`src/rtl/fetch_unit_pkg.sv`:
```
// Shared pipeline defines for the fetch stage: state encodings, bubble IR, PC helper.
package fetch_unit_pkg;

  localparam int unsigned XLEN = 16;

  typedef enum logic [1:0] {
    ST_FETCH = 2'd0,
    ST_HOLD  = 2'd1,
    ST_FLUSH = 2'd2
  } fetch_state_t;

  localparam logic [XLEN-1:0] NOP_IR = 16'h0000;

  // Word-addressed; wraps silently at the top of the address space.
  function automatic logic [XLEN-1:0] next_pc(input logic [XLEN-1:0] pc);
    return pc + 16'd1;
  endfunction

endpackage

```
`src/rtl/fetch_unit_buf.sv`:
```
// One-entry hold buffer for a word that arrived while decode was stalled.
module fetch_buf
  import fetch_unit_pkg::*;
(
  input  logic            clk,
  input  logic            reset,
  input  logic            i_load,
  input  logic            i_clear,
  input  logic [XLEN-1:0] i_pc,
  input  logic [XLEN-1:0] i_ir,
  output logic            o_valid,
  output logic [XLEN-1:0] o_pc,
  output logic [XLEN-1:0] o_ir
);

  logic            r_valid;
  logic [XLEN-1:0] r_pc;
  logic [XLEN-1:0] r_ir;

  always_ff @(posedge clk or posedge reset) begin
    if (reset) begin
      r_valid <= 1'b0;
      r_pc    <= '0;
      r_ir    <= NOP_IR;
    end else if (i_clear) begin
      r_valid <= 1'b0;
    end else if (i_load) begin
      r_valid <= 1'b1;
      r_pc    <= i_pc;
      r_ir    <= i_ir;
    end
  end

  assign o_valid = r_valid;
  assign o_pc    = r_pc;
  assign o_ir    = r_ir;

endmodule

```
`src/rtl/fetch_unit.sv`:
```
// Instruction fetch stage: one outstanding request, stall via hold buffer, redirect flush.
module fetch_unit
  import fetch_unit_pkg::*;
#(
  parameter logic [15:0] RESET_PC = 16'h0000
) (
  input  logic        clk,
  input  logic        reset,
  output logic        imem_req,
  output logic [15:0] imem_addr,
  input  logic        imem_ack,
  input  logic [15:0] imem_data,
  input  logic        stall,
  input  logic        redirect,
  input  logic [15:0] redirect_pc,
  output logic        toPipe1Valid,
  output logic [15:0] toPipe1PC,
  output logic [15:0] toPipe1IR
);

  fetch_state_t r_state, w_state_nxt;
  logic [15:0]  r_pc, r_target, w_pc_nxt, w_target_nxt;
  logic         r_valid;
  logic [15:0]  r_p1_pc, r_p1_ir;
  logic         w_from_mem, w_from_buf, w_bubble, w_buf_load, w_buf_clear;
  logic         w_buf_valid;
  logic [15:0]  w_buf_pc, w_buf_ir;

  fetch_buf u_buf (
    .clk     (clk),
    .reset   (reset),
    .i_load  (w_buf_load),
    .i_clear (w_buf_clear),
    .i_pc    (r_pc),
    .i_ir    (imem_data),
    .o_valid (w_buf_valid),
    .o_pc    (w_buf_pc),
    .o_ir    (w_buf_ir)
  );

  always_ff @(posedge clk or posedge reset) begin
    if (reset) r_state <= ST_FETCH;
    else       r_state <= w_state_nxt;
  end

  always_comb begin
    w_state_nxt = r_state;
    unique case (r_state)
      ST_FETCH: begin
        if (redirect)              w_state_nxt = imem_ack ? ST_FETCH : ST_FLUSH;
        else if (imem_ack && stall) w_state_nxt = ST_HOLD;
      end
      ST_HOLD:  if (redirect || !stall) w_state_nxt = ST_FETCH;
      ST_FLUSH: if (imem_ack) w_state_nxt = ST_FETCH;
      default:  w_state_nxt = ST_FETCH;
    endcase
  end

  always_comb begin
    imem_req     = (r_state != ST_HOLD);
    w_pc_nxt     = r_pc;
    w_target_nxt = r_target;
    w_from_mem   = 1'b0;
    w_from_buf   = 1'b0;
    w_bubble     = 1'b0;
    w_buf_load   = 1'b0;
    w_buf_clear  = 1'b0;
    unique case (r_state)
      ST_FETCH: begin
        if (redirect) begin
          w_bubble    = 1'b1;
          w_buf_clear = 1'b1;
          if (imem_ack) w_pc_nxt     = redirect_pc;
          else          w_target_nxt = redirect_pc;
        end else if (imem_ack && !stall) begin
          w_from_mem = 1'b1;
          w_pc_nxt   = next_pc(r_pc);
        end else if (imem_ack) begin
          w_buf_load = 1'b1;
        end else if (!stall) begin
          w_bubble = 1'b1;
        end
      end
      ST_HOLD: begin
        if (redirect) begin
          w_bubble    = 1'b1;
          w_buf_clear = 1'b1;
          w_pc_nxt    = redirect_pc;
        end else if (!stall) begin
          w_from_buf  = 1'b1;
          w_buf_clear = 1'b1;
          w_pc_nxt    = next_pc(w_buf_pc);
        end
      end
      ST_FLUSH: begin
        // The old-address request stays up until its ack; that word is dropped.
        if (redirect) begin
          w_bubble     = 1'b1;
          w_target_nxt = redirect_pc;
          if (imem_ack) w_pc_nxt = redirect_pc;
        end else if (imem_ack) begin
          w_pc_nxt = r_target;
        end
      end
      default: ;
    endcase
  end

  always_ff @(posedge clk or posedge reset) begin
    if (reset) begin
      r_pc     <= RESET_PC;
      r_target <= '0;
      r_valid  <= 1'b0;
      r_p1_pc  <= '0;
      r_p1_ir  <= NOP_IR;
    end else begin
      r_pc     <= w_pc_nxt;
      r_target <= w_target_nxt;
      if (w_from_mem) begin
        r_valid <= 1'b1;
        r_p1_pc <= r_pc;
        r_p1_ir <= imem_data;
      end else if (w_from_buf) begin
        r_valid <= w_buf_valid;
        r_p1_pc <= w_buf_pc;
        r_p1_ir <= w_buf_ir;
      end else if (w_bubble) begin
        r_valid <= 1'b0;
      end
    end
  end

  assign imem_addr    = r_pc;
  assign toPipe1Valid = r_valid;
  assign toPipe1PC    = r_p1_pc;
  assign toPipe1IR    = r_p1_ir;

endmodule

```
`config.mk`:
```
export PLATFORM = sky130hd
export DESIGN_NAME = fetch_unit
export DESIGN_NICKNAME = d
export VERILOG_FILES = /design/src/rtl/fetch_unit_pkg.sv /design/src/rtl/fetch_unit_buf.sv /design/src/rtl/fetch_unit.sv
export SDC_FILE = /design/constraint.sdc
export NUM_CORES = 1
export LEC_CHECK = 0
export ABC_AREA = 1
export CAP_MARGIN = 15
export CORE_MARGIN = 3
export CORE_UTILIZATION = 55
export DETAILED_ROUTE_END_ITERATION = 8
export PLACE_DENSITY = 0.89
export SLEW_MARGIN = 10
export SYNTH_ARGS = -nofsm -noshare
export SYNTH_HDL_FRONTEND = slang
export SYNTH_SLANG_ARGS = --single-unit
```
`constraint.sdc`:
```
create_clock -name clk -period 9.5 [get_ports clk]
set_clock_uncertainty 0.1 [all_clocks]
set_input_delay 1.9 -clock clk [delete_from_list [all_inputs] [get_ports clk]]
set_output_delay 1.9 -clock clk [all_outputs]
set_load 0.005 [all_outputs]
```
Word-level counts from Yosys, hierarchy flattened

Cells that the tools add are included.

Muxes and demuxes: 44
Equal/unequal tests: 12
Bitwise logic cells: 1
$add $sub $neg: 2
Reductions and logical operators: 15

Operators by type and width:

| operator                                                         | number |
|---|---|
| 16-bit two-way mux                                               | 14 |
| 16-bit one-hot mux with 3 select lines                           | 1 |
| 16-bit by 1-bit adder with 16-bit output (second input constant) | 2 |
| 16-bit one-hot mux with 2 select lines                           | 1 |
| 1-bit two-way mux                                                | 20 |
| 3-bit != test (second input constant)                            | 4 |
| 2-bit two-way mux                                                | 5 |
| 2-bit != test (second input constant)                            | 5 |
| 4-bit AND reduction                                              | 2 |
| 2-bit one-hot mux with 3 select lines                            | 1 |
| 2-bit nonzero test                                               | 3 |
| 3-bit nonzero test                                               | 2 |
| 1-bit one-hot mux with 2 select lines                            | 2 |
| 3-bit AND reduction                                              | 1 |
| 2-bit by 1-bit == test with 1-bit output (second input constant) | 1 |
| 2-bit == test (second input constant)                            | 1 |
| 1-bit logical AND                                                | 2 |
| 2-bit logical NOT                                                | 1 |
| 2-bit by 1-bit != test with 1-bit output (second input constant) | 1 |
| 2-bit AND reduction                                              | 1 |
| 2-bit OR reduction                                               | 1 |
| 1-bit logical NOT                                                | 1 |
| 1-bit logical OR                                                 | 1 |
| 1-bit inverter                                                   | 1 |

Logic and storage cells: 83
Flip-flop bits (word level): 100
Output and inout bits: 50

Longest topological paths before layout

Gate-level depths: netlist of run 1.

Depth after elaboration: 8
Mapped depth: 12
Mapped depth without buffers: 12

Modules after synthesis

Synthesis of run 1 repeated with hierarchy kept, for this count alone.

Cell total of the unflattened synthesis: 840
Area, all modules: 5868.1 sq um

By module, submodules not included:

| module     | area each (sq um) | instances | cells an instance |
|---|---|---|---|
| fetch_unit | 4536.9            | 1         | 696 |
| fetch_buf  | 1331.3            | 1         | 144 |

Least setup slack after synthesis of run 1

OpenSTA, ideal clock, no wires.

Path type: register to output
Start: register r_state[1]
End: output port imem_req
Cell stages (with the launch flop): 5
Setup slack: 6.424 ns
Buffers on the path: 1
Arrival: 1.076 ns
Data required time: 7.500 ns
Cells stage by stage: dfrtp_1 inv_1 ha_1 inv_1 buf_1

Cells in the longest elaborated chain, start to end: 1

Ends and longest elaborated chain:

| element                                  | RTL line         | source |
|---|---|---|
| start: declaration                       | fetch_unit.sv:21 | `fetch_state_t r_state, w_state_nxt;` |
| start signal: assignment                 | fetch_unit.sv:43 | `else r_state <= w_state_nxt;` |
| 2-bit by 1-bit != test with 1-bit output | fetch_unit.sv:60 | `imem_req = (r_state != ST_HOLD);` |
| end: declaration                         | fetch_unit.sv:9  | `output logic imem_req,` |

No other way between the ends.

Final worst setup path of run 1

Start: input port imem_ack
End: register r_p1_pc[15], in the netlist toPipe1PC[15]

Cells in the longest elaborated chain, start to end: 5
Elaborated cells on any way between the ends: 6

Ends and longest elaborated chain:

| element                                                  | RTL line          | source |
|---|---|---|
| start: declaration                                       | fetch_unit.sv:11  | `input logic imem_ack,` |
| 1-bit logical AND *                                      | fetch_unit.sv:75  | `end else if (imem_ack && !stall) begin` |
| 1-bit two-way mux *                                      | fetch_unit.sv:75  |  |
| 1-bit two-way mux *                                      | fetch_unit.sv:70  | `if (redirect) begin` |
| 1-bit two-way mux *                                      | fetch_unit.sv:68  | `unique case (r_state)` |
| 16-bit two-way mux or 2-bit nonzero test (tied branches) | n/a               |  |
| end signal: assignment                                   | fetch_unit.sv:121 | `r_p1_pc <= r_pc;` |
| end signal: assignment                                   | fetch_unit.sv:125 | `r_p1_pc <= w_buf_pc;` |
| end: declaration                                         | fetch_unit.sv:24  | `logic [15:0] r_p1_pc, r_p1_ir;` |

Mark *: on every way between the ends. The rest lies on a longest branch, timed or not.
A chain may end at the register's enable or synchronous reset.

==> flow_summary.ini, run 1 <==
[run_status]
status = completed

[detailed_routing]
via_per_inst = 5.53
drc = 0
via_count = 5617
drtPass1Iterations = 6
antenna_left = 0
wire_per_inst_um = 14.4
drt_wl_total_um = 14600
drt_iter0_drc = 363

[cts]
cts_hold_buf = 0
clk_latency_ns = 0.38
cts_buffer_depth = 2
postCtsResizedCells = 0
postCtsSetupRepairBufs = 0
cts.sinks = 100
cts_tree = built
cts-root-buf = clkbuf_8
clk_pin_slew_worst_paths_ns = 0.10
cts_buffers = 9
htreeDepth = 3

[power_and_ir_drop]
ir_worst_vdd_mv = 0.137
powerDensity_mw_per_mm2 = 301
p_leak_nw = 3.17

[timing]
layout_min_cycle_time_ns = 4.95
drv_slew = 0
setup_violations = 0
finalHoldViolations = 0
post-route-period-util = 0.521
fmax_mhz = 202
tns_ns = 0
slew_headroom = 0.352
rsz0062_at_grt = no
fin_ws_ns = 4.55
tightest_slew_ns = 0.968

[logic_synthesis]
ys_top_cells_by_area = dfrtp_1 (43%), nand2_1 (13%), o21ai_0 (8.6%)
synth-main-ff-cell = dfrtp_1
synth_seq_cells = 100
synth.distinct_cells = 34
synth_area_per_cell_sq_um = 7.09
syn_inst = 818
async_flop_share = 1.00
synth-edff-count = 0
ys_seq_area_frac = 0.432
syn_nets = 861
synth-warning-count = 0
yosysTopAreaCellShare = 0.432
synth_top_area_cell = dfrtp_1
syn-cell-area_sq_mm = 0.00580

[floorplanning]
die_area_sq_mm = 0.0118
rows = 36
die_w_um = 109
ios = 87
coreArea_sq_mm = 0.0100
start_util = 0.580
die_y_um = 109

[placed_design]
io_buffers = 86
placed_cell_area_sq_mm = 0.00664
hpwl_um = 10100
gp_congestion = 0.910
dp_slack_ns = 4.23

[finish]
drive_gt1_frac = 0.0442
final_cell_mix = nand2_1 (208), o21ai_0 (100), dfrtp_1 (100)
n_antenna_cell = 0
final_common_cell = nand2_1
area_growth_pct = 18.2
final_nets = 921
fin_area_sq_mm = 0.00685

[global_routing]
grt_pass1_wl_um = 24500
track_usage = 0.260
grt_pass1_vias = 5129
grt_max_degree = 85
antenna_found_initial = 0
grt_overflow = 0

[critical_path]
crit_arrival_ns = 5.09
critPathMaxStageDelay_ns = 1.02
end_kind = flip-flop
critical-path-slowest-cell = clkdlybuf4s50_1
crit_path_cell_trace = clkdlybuf4s50_1 -> nand2_1 -> nor2_4 -> inv_2 -> nand2_4 -> inv_2 -> nand2_1 -> o221ai_1
cp_max_fo = 35
required_ns = 9.63
critPathLaunchType = input port
path_class = in -> reg

[hold_path]
hold_path_class = reg -> reg

[run]
cap_violations = 0
[registers in the layout (all words and copies together), names as in the netlist]
signal         count
toPipe1PC         16
u_buf.o_pc        16
u_buf.o_ir        16
toPipe1Valid       1
r_state            2
imem_addr         16
r_target          16
toPipe1IR         16
u_buf.o_valid      1
[final cells by class]
type / instances / area (sq um)
clock buffer: 9 / 124
sequential: 100 / 2500
tap: 133 / 166
inverter: 90 / 343
fill: 857 / 3150
multi-input combinational: 587 / 2750
timing repair buffer: 90 / 903
clock inverter: 7 / 67.6
[layer usage]
| metal | GRT usage | part of all wire |
|---|---|---|
| met3 | 0.0361 | 0.082 |
| met4 | 0.0956 | 0.022 |
| met1 | 0.374 | 0.45 |
| met2 | 0.401 | 0.44 |
| met5 | 0 | 0 |
[worst max-delay path, delay by kind of cell]
| kind | cells | cell delay [ns] |
|---|---|---|
| AND/OR/NAND/NOR | 4 | 1.38 |
| AO/OA/AOI/OAI | 1 | 0.11 |
| buffers and inverters | 3 | 1.68 |
[synthesized netlist by cell type, types with 4 or more instances]
cell	n
nand2_1	208
dfrtp_1	100
o21ai_0	100
inv_1	86
nor2_1	74
a21oi_1	65
nand3_1	53
o21ai_1	40
buf_2	19
clkbuf_1	12
nand4_1	8
buf_4	6
ha_1	6
nor2_2	4
o211ai_1	4
[final timing paths]
kind | start | to | slack, ns | cells after the start
max | imem_ack | toPipe1PC[15] | 4.55 | 8
min | u_buf.o_ir[5] | u_buf.o_ir[5] | 0.40 | 2
max reg2reg | r_state[0] | toPipe1PC[15] | 6.40 | 9
min reg2reg | u_buf.o_ir[5] | u_buf.o_ir[5] | 0.40 | 2
max in group asynchronous | reset | u_buf.o_ir[6] | 6.58 | 4
min in group asynchronous | reset | u_buf.o_ir[13] | 1.68 | 2
[report_power, final]
| part | internal (mW) | switching, mW | total, mW |
|---|---|---|---|
| Sequential | 0.630 | 0.198 | 0.827 |
| Combinational | 0.432 | 0.540 | 0.971 |
| Clock | 0.102 | 0.164 | 0.266 |
| Total | 1.16 | 0.901 | 2.06 |
[metrics by stage]
| step | power, mW | hold WS, ns | std cells | utilization |
|---|---|---|---|---|
| final | 2.06 | 0.395 | 1016 | 0.685 |
| after global routing | 2.24 | 0.421 | 1016 | 0.685 |
| after CTS | 2.06 | 0.398 | 1015 | 0.683 |
| after detailed placement | 1.79 | 0.376 | 999 | 0.664 |
| after global placement | 1.76 | 0.367 | 999 | 0.664 |
| after floorplan | 1.40 | 0.342 | 818 | - |
[cell families (layout without fill, tap and decap cells)]
kind of cell | Yosys count | count (layout) | synth area share
AO/OA/AOI/OAI | 218 | 218 | 0.196
XOR/XNOR | 5 | 5 | 0.00755
adder cells (fa/ha/maj) | 6 | 6 | 0.0129
buffers and inverters | 131 | 196 | 0.0947
flip-flops | 100 | 100 | 0.432
AND/OR/NAND/NOR | 358 | 358 | 0.258
No activity file was read; power rests on OpenSTA's default activity.
==> inputs of run 2 (changes only) <==
--- a/config.mk
+++ b/config.mk
@@ -8,9 +8,9 @@
 export ABC_AREA = 1
 export CAP_MARGIN = 15
 export CORE_MARGIN = 3
-export CORE_UTILIZATION = 55
+export CORE_UTILIZATION = 50
 export DETAILED_ROUTE_END_ITERATION = 8
-export PLACE_DENSITY = 0.89
+export PLACE_DENSITY = 0.86
 export SLEW_MARGIN = 10
 export SYNTH_ARGS = -nofsm -noshare
 export SYNTH_HDL_FRONTEND = slang
==> constraint.sdc (replaced) <==
create_clock -name clk -period 4 [get_ports clk]
set_clock_uncertainty 0.1 [all_clocks]
set_input_delay 0.8 -clock clk [delete_from_list [all_inputs] [get_ports clk]]
set_output_delay 0.8 -clock clk [all_outputs]
set_load 0.005 [all_outputs]
==> run 2 against run 1 <==
Net effect: flip-flop and latch count stayed put; cell count rose by 0.98%; clock power grew to 3.2 times the previous value; combinational power increased by 140%; wire length is 3.8% higher; hold slack lost 0.0099 ns; die area is 9.4% higher; global-route usage decreased by 2.0 points; critical path type is now reg -> out; largest power group unchanged.
==> flow_summary.ini, run 2 (synthesis gave the netlist of run 1 again) <==
[placed_design]
gp_congestion = 0.981
io_buffers = 86
hpwl_um = 10400

[timing]
tns_ns = 0
hold_slack_ns = 0.385
fmax_mhz = 328
drv_slew = 0
layout_min_cycle_time_ns = 3.05
setup_violations = 0
tightest_slew_ns = 1.01
slew_headroom = 0.328
post-route-period-util = 0.762
finalHoldViolations = 0
rsz0062_at_grt = no

[critical_path]
critPathLaunchType = flip-flop
path_class = reg -> out
required_ns = 3.10
end_kind = output port
crit_arrival_ns = 2.15
cp_max_fo = 14

[cts]
clk_latency_ns = 0.35
cts_buffer_depth = 2
cts_hold_buf = 0
postCtsResizedCells = 0
cts_tree = built
htreeDepth = 3
postCtsSetupRepairBufs = 0
cts.sinks = 100
cts-root-buf = clkbuf_16
clk_pin_slew_worst_paths_ns = 0.07
cts_buffers = 9

[floorplanning]
start_util = 0.523
ios = 87
die_area_sq_mm = 0.0129
die_y_um = 114
rows = 38
die_w_um = 114
coreArea_sq_mm = 0.0111

[finish]
final_cell_mix = nand2_1 (208), o21ai_0 (100), dfrtp_1 (100)
final_nets = 924
final_common_cell = nand2_1
register_area_sq_mm = 0.00250
area_growth_pct = 20.5
multi_input_area_sq_mm = 0.00276
num-fill-cells = 954
drive_gt1_frac = 0.0474
n_antenna_cell = 0

[global_routing]
grt_pass1_wl_um = 25400
grt_overflow = 0
track_usage = 0.239
antenna_found_initial = 0
grt_max_degree = 64
grt_pass1_vias = 5272

[detailed_routing]
drc = 0
antenna_left = 0
drt_wl_total_um = 15200
via_per_inst = 5.49
via_count = 5637
wire_per_inst_um = 14.8
drt_iter0_drc = 580
drtPass1Iterations = 7

[run]
cap_violations = 0

[power_and_ir_drop]
p_leak_nw = 3.22
powerDensity_mw_per_mm2 = 738
ir_worst_vdd_mv = 0.349

[run_status]
status = completed

[hold_path]
hold_path_class = reg -> reg
[run 2: changes by cell type in the layout (fill, tap and decap cells not counted), sizes merged]
cell,before,now
inv,94,92
clkinvlp,0,2
buf,4,7
[run 2: path summary, 6_finish.rpt]
path                                  end  slack (ns)  cells past startpoint      startpoint
setup / recovery                 imem_req        0.95                      4      r_state[1]
hold / removal             u_buf.o_ir[15]        0.39                      2  u_buf.o_ir[15]
min in group asynchronous  u_buf.o_ir[14]        0.76                      2           reset
setup reg to reg             imem_addr[2]        1.42                      9      r_state[1]
max in group asynchronous   imem_addr[10]        2.35                      3           reset
hold reg to reg            u_buf.o_ir[15]        0.39                      2  u_buf.o_ir[15]
[run 2: critical path, cell delays in order (launching register included)]
cell and delay [ns]:
dfrtp_1 0.42, inv_1 0.08, ha_1 0.30, inv_1 0.40, clkdlybuf4s50_1 0.60
[run 2: layer usage]
metal	track usage	part of all wire	vias up
li1	-	-	2783
met1	0.343	0.45	2557
met2	0.372	0.45	272
met3	0.0493	0.090	25
met4	0.0609	0.013	0
met5	0	0	-
[run 2: final cells by class]
type                    instances  area share
clock inverters                 7     0.00860
repair buffers                 93       0.133
inverters                      90      0.0491
clock buffers                   9      0.0322
well taps                     140      0.0251
flip-flops and latches        100       0.358
multi-input cells             587       0.394
[run 2: through the flow]
step / cells / power [mW] / cell area (sq um) / util / worst slack, ns
4_1_cts: 1026 / 5.14 / 6990 / 0.631 / 0.981
3_3_place_gp: 1010 / 4.21 / 6700 / 0.605 / 0.883
5_1_grt: 1026 / 5.55 / 6990 / 0.631 / 0.911
6_report: 1026 / 5.16 / 6990 / 0.631 / 0.950
2_1_floorplan: 818 / 3.32 / 5800 / - / 0.481
3_5_place_dp: 1010 / 4.28 / 6700 / 0.605 / 0.823
[run 2: power by group]
part           total (mW)  leakage, nW  switching [mW]  internal [mW]
registers            1.96         1.24           0.466           1.50
clock network       0.846        0.135           0.414          0.432
logic                2.35         1.85            1.31           1.04
total                5.16         3.22            2.19           2.97
